[config.mk]
export PLATFORM = sky130hd
export DESIGN_NAME = jtag_tap_responder
export DESIGN_NICKNAME = d
export VERILOG_FILES = /design/src/rtl/jtag_tap_responder.sv
export SDC_FILE = /design/constraint.sdc
export NUM_CORES = 1
export LEC_CHECK = 0
export CORE_UTILIZATION = 55
export DETAILED_ROUTE_END_ITERATION = 8
export PLACE_DENSITY = 0.84
export SYNTH_ARGS = -nofsm -noshare
export SYNTH_HDL_FRONTEND = slang
export SYNTH_SLANG_ARGS = --single-unit
[constraint.sdc]
create_clock -name CLK -period 3.65 [get_ports CLK]
set_input_delay 0.5475 -clock CLK [delete_from_list [all_inputs] [get_ports CLK]]
set_output_delay 0.5475 -clock CLK [all_outputs]
set_load 0.01 [all_outputs]
[src/rtl/jtag_tap_responder.sv]
// IEEE 1149.1 TAP target oversampled in the CLK domain: 4-bit IR with IDCODE,
// BYPASS and a 32-bit USERDATA register, used as a loopback target for the adapter.
module jtag_tap_responder (
    input  logic        CLK,
    input  logic        nRST,
    input  logic        TCK,
    input  logic        TMS,
    input  logic        TDI,
    input  logic        nTRST,
    output logic        TDO,
    output logic        TDO_OE,
    input  logic [31:0] USER_CAPTURE,
    output logic [31:0] USER_DR,
    output logic        USER_UPDATE,
    output logic [3:0]  TAP_STATE
);

    localparam logic [31:0] IDCODE_VALUE   = 32'h1234_5679;
    localparam logic [3:0]  INSTR_IDCODE   = 4'b1110;
    localparam logic [3:0]  INSTR_USERDATA = 4'b1000;

    typedef enum logic [3:0] {
        TLR      = 4'hF, RTI      = 4'hC, SEL_DR   = 4'h7, CAP_DR   = 4'h6,
        SH_DR    = 4'h2, EX1_DR   = 4'h1, PAUSE_DR = 4'h3, EX2_DR   = 4'h0,
        UPD_DR   = 4'h5, SEL_IR   = 4'h4, CAP_IR   = 4'hE, SH_IR    = 4'hA,
        EX1_IR   = 4'h9, PAUSE_IR = 4'hB, EX2_IR   = 4'h8, UPD_IR   = 4'hD
    } tap_state_t;

    // Pin order in the synchronizer bank: 0 TCK, 1 TMS, 2 TDI, 3 nTRST.
    logic [3:0] pin_raw;
    logic [3:0] sync1_reg;
    logic [3:0] sync2_reg;
    logic       tck_s3_reg;

    assign pin_raw = {nTRST, TDI, TMS, TCK};

    genvar gi;
    generate
        for (gi = 0; gi < 4; gi++) begin : g_sync
            always_ff @(posedge CLK or negedge nRST) begin
                if (!nRST) begin
                    sync1_reg[gi] <= 1'b0;
                    sync2_reg[gi] <= 1'b0;
                end else begin
                    sync1_reg[gi] <= pin_raw[gi];
                    sync2_reg[gi] <= sync1_reg[gi];
                end
            end
        end
    endgenerate

    always_ff @(posedge CLK or negedge nRST) begin
        if (!nRST) tck_s3_reg <= 1'b0;
        else       tck_s3_reg <= sync2_reg[0];
    end

    logic tck_rise, tck_fall, tms_s, tdi_s, trst_active;
    assign tck_rise    =  sync2_reg[0] & ~tck_s3_reg;
    assign tck_fall    = ~sync2_reg[0] &  tck_s3_reg;
    assign tms_s       =  sync2_reg[1];
    assign tdi_s       =  sync2_reg[2];
    assign trst_active = ~sync2_reg[3];

    tap_state_t state_reg, state_next;

    always_ff @(posedge CLK or negedge nRST) begin
        if (!nRST) state_reg <= TLR;
        else       state_reg <= state_next;
    end

    always_comb begin
        state_next = state_reg;
        if (trst_active) begin
            state_next = TLR;
        end else if (tck_rise) begin
            case (state_reg)
                TLR:      state_next = tms_s ? TLR    : RTI;
                RTI:      state_next = tms_s ? SEL_DR : RTI;
                SEL_DR:   state_next = tms_s ? SEL_IR : CAP_DR;
                CAP_DR:   state_next = tms_s ? EX1_DR : SH_DR;
                SH_DR:    state_next = tms_s ? EX1_DR : SH_DR;
                EX1_DR:   state_next = tms_s ? UPD_DR : PAUSE_DR;
                PAUSE_DR: state_next = tms_s ? EX2_DR : PAUSE_DR;
                EX2_DR:   state_next = tms_s ? UPD_DR : SH_DR;
                UPD_DR:   state_next = tms_s ? SEL_DR : RTI;
                SEL_IR:   state_next = tms_s ? TLR    : CAP_IR;
                CAP_IR:   state_next = tms_s ? EX1_IR : SH_IR;
                SH_IR:    state_next = tms_s ? EX1_IR : SH_IR;
                EX1_IR:   state_next = tms_s ? UPD_IR : PAUSE_IR;
                PAUSE_IR: state_next = tms_s ? EX2_IR : PAUSE_IR;
                EX2_IR:   state_next = tms_s ? UPD_IR : SH_IR;
                UPD_IR:   state_next = tms_s ? SEL_DR : RTI;
                default:  state_next = TLR;
            endcase
        end
    end

    logic [3:0]  ir_reg, ir_shift_reg;
    logic [31:0] dr_shift_reg, user_dr_reg;
    logic        tdo_reg, tdo_oe_reg, user_update_reg;
    logic        is_idcode, is_user, is_bypass;

    assign is_idcode = (ir_reg == INSTR_IDCODE);
    assign is_user   = (ir_reg == INSTR_USERDATA);
    assign is_bypass = ~is_idcode & ~is_user;

    always_ff @(posedge CLK or negedge nRST) begin
        if (!nRST) begin
            ir_reg          <= INSTR_IDCODE;
            ir_shift_reg    <= 4'b0000;
            dr_shift_reg    <= 32'h0;
            user_dr_reg     <= 32'h0;
            user_update_reg <= 1'b0;
            tdo_reg         <= 1'b0;
            tdo_oe_reg      <= 1'b0;
        end else begin
            user_update_reg <= 1'b0;
            if (trst_active) begin
                ir_reg     <= INSTR_IDCODE;
                tdo_oe_reg <= 1'b0;
            end else begin
                // Actions are keyed on the state the edge is leaving.
                if (tck_rise) begin
                    case (state_reg)
                        TLR:    ir_reg       <= INSTR_IDCODE;
                        CAP_IR: ir_shift_reg <= 4'b0001;
                        SH_IR:  ir_shift_reg <= {tdi_s, ir_shift_reg[3:1]};
                        UPD_IR: ir_reg       <= ir_shift_reg;
                        CAP_DR: dr_shift_reg <= is_idcode ? IDCODE_VALUE :
                                                is_user   ? USER_CAPTURE : 32'h0;
                        SH_DR: begin
                            if (is_bypass) dr_shift_reg[0] <= tdi_s;
                            else           dr_shift_reg    <= {tdi_s, dr_shift_reg[31:1]};
                        end
                        UPD_DR: begin
                            if (is_user) begin
                                user_dr_reg     <= dr_shift_reg;
                                user_update_reg <= 1'b1;
                            end
                        end
                        default: ;
                    endcase
                end
                if (tck_fall) begin
                    tdo_reg    <= (state_reg == SH_IR) ? ir_shift_reg[0] : dr_shift_reg[0];
                    tdo_oe_reg <= (state_reg == SH_DR) || (state_reg == SH_IR);
                end
            end
        end
    end

    assign TDO         = tdo_reg;
    assign TDO_OE      = tdo_oe_reg;
    assign USER_DR     = user_dr_reg;
    assign USER_UPDATE = user_update_reg;
    assign TAP_STATE   = state_reg;

endmodule

==> metrics <==
status complete, no violations; initial core utilization 56.96%; max-cap viol count 0; CP Depth 5; CTS max path bufs 2; clock buffer count from CTS 9; Core ar. 6832 um2; Critical Path End Type register; global-route wire length before repair 12.45 mm; Iter 0 DRT Violations 113; Worst path max stage delay 0.66 ns; Reg clk slew, reported paths 0.08 ns; fin crit share 71.51%; met2 wire len 3.750 mm; gr ovfl total 0; die span in x 86.11 um; top routing layer in use met4; most common cell after layout, fill and taps aside dfrtp_1; WS Path Type reg -> reg; layout cells sized above 1 24.48%; routed len/inst 15.97 um; Post-synth ARST share 100.0%; ANT cells 0; Worst-Skew Late Latency 0.36 ns; hpwl dp 5.208 mm; final hold violations 0; Tightest Pin Transition 1.054 ns; P_leak 0.002300 uW; WL final 7.728 mm; Yosys cell types 39; crit path buf inv count 2; post-synthesis register bit count 88; H-Tree Depth 3; Post-Syn Instances 311; I/O Buffers 76; Synthesized Nets 349; Area growth syn-to-layout 26.27%; critical path arrival 2.85 ns; post-route minimum period 2.610 ns; CTS tree built; DRT antenna net count 0; M1 wire length 3.392 mm; Worst Reg2Reg Path Length in Cells 5; vias in the first global route 2611; sequential fraction of the synthesis area 56.82%; Worst Hold Depth 0; largest net degree at the start of global routing 89; GRT Total Usage 22.38%; hold crit path type reg -> reg; die area 7415 um2; Nets 421; Worst Skew 0.008344 ns; 1st-pass router iterations 4; Power per Cell Area 385.1 nW/um2; Startpoint Class register; # rows 30; routed wl met3 331 um; Root Driver clkbuf_8; io pins 77; drc violations 0; EDFF count, synth 0; dpl ws 1.065 ns; Post-CTS Setup Bufs 0; crit path max-delay cell type dfstp_2; # clock sinks 88; setup TNS 0 ns; # hold bufs at CTS 0; initial antenna violation count 0; setup violators final 0; Rel. slew slack 29.06%; worst-path fanout max 24; via count 2695; RSZ-0062 raised after global routing false; Post-Syn Area 3891 um2; Synth Flop Type dfrtp_1; Largest delay share family, worst path flip-flops; syn_area_per_cell 12.51 um2; placer congestion estimate 0.8659; Ys Warns 0; most frequent cells in the layout dfrtp_1 (81), clkdlybuf4s50_1 (75), mux2_2 (61); CTS resizes 0; Final Max Tran Viols 0; Max Freq 383.1 MHz; Critical Path, Cell by Cell inv_1 > nor4_1 > o21a_1 > buf_4 > mux2_2; Req. time, crit path 3.89 ns; Setup WS post-layout 1.040 ns; die height 86.11 um; VDD IR max 0.2881 mV; DR vias/cell 5.568
## worst register-to-register path, stage by stage, from the launching register on
cell	delay, ns
dfstp_2	0.66
inv_1	0.14
nor4_1	0.50
o21a_1	0.41
buf_4	0.38
mux2_2	0.40
## where the power goes
part,switching (uW),total (uW),internal [uW]
Combinational,53.1,119,66.0
Sequential,25.4,1020,995
Clock,328,753,424
## synthesized netlist by cell type, types with 2 or more instances
cell	number	share of area (%)
a21oi_1	19	2.4
a22o_1	17	3.8
a31oi_1	2	0.32
buf_2	7	0.90
buf_4	4	0.77
buf_6	3	0.87
clkbuf_1	5	0.48
dfrtp_1	81	52
dfstp_2	7	4.7
inv_1	6	0.58
mux2_1	2	0.58
mux2_2	61	18
mux2i_1	4	1.0
nand2_1	25	2.4
nand2b_1	4	0.64
nand3_1	2	0.26
nand3b_1	5	0.96
nor2_1	16	1.5
nor2b_1	7	1.1
nor3_1	4	0.51
nor4_1	2	0.32
nor4b_4	2	1.2
o21ai_0	10	1.3
## metal layers
metal | up-vias | global-route usage (%)
met1 | 1340 | 28.09
met2 | 80 | 34.99
met4 | 0 | 15.00
li1 | 1250 | -
met5 | - | 0
met3 | 25 | 4.812
## final cells by class
class / instances / area [um2]
fill: 484 / 1918
inverter: 6 / 22.52
multi-input combinational: 198 / 1540
clock buffer: 12 / 155.1
tap: 96 / 120.1
sequential: 88 / 2211
clock inverter: 4 / 76.32
timing repair buffer: 80 / 788.3
## metrics by stage
stage | total power (uW) | util, % | area [um2] | hold slack [ns] | cells
3_3_place_gp | 1157 | 68.53 | 4682 | 0.3323 | 468
5_1_grt | 1963 | 71.92 | 4913 | 0.3707 | 484
3_5_place_dp | 1159 | 68.53 | 4682 | 0.3355 | 468
6_report | 1892 | 71.92 | 4913 | 0.3505 | 484
2_1_floorplan | 1083 | - | 3891 | 0.2519 | 311
4_1_cts | 1908 | 71.92 | 4913 | 0.3543 | 484
## path summary, 6_finish.rpt
kind / from / to / slack [ns]
worst max-delay path: TAP_STATE[1]$_DFFE_PN1P_ / dr_shift_reg[10]$_DFFE_PN0P_ / 1.04
worst min-delay path: sync1_reg[1]$_DFF_PN0_ / tms_s$_DFF_PN0_ / 0.35
worst max register to register: TAP_STATE[1]$_DFFE_PN1P_ / dr_shift_reg[10]$_DFFE_PN0P_ / 1.04
worst min register to register: sync1_reg[1]$_DFF_PN0_ / tms_s$_DFF_PN0_ / 0.35
max in group asynchronous: nRST / dr_shift_reg[27]$_DFFE_PN0P_ / 2.58
min in group asynchronous: nRST / USER_DR[14]$_DFFE_PN0P_ / 0.36
## cell families after synthesis
logic type      synth area share, %
simple gates                  10.97
buf+inv                       3.601
flops                         56.82
mux                           19.26
compound gates                9.357
Power figures use the tool's default switching activity.
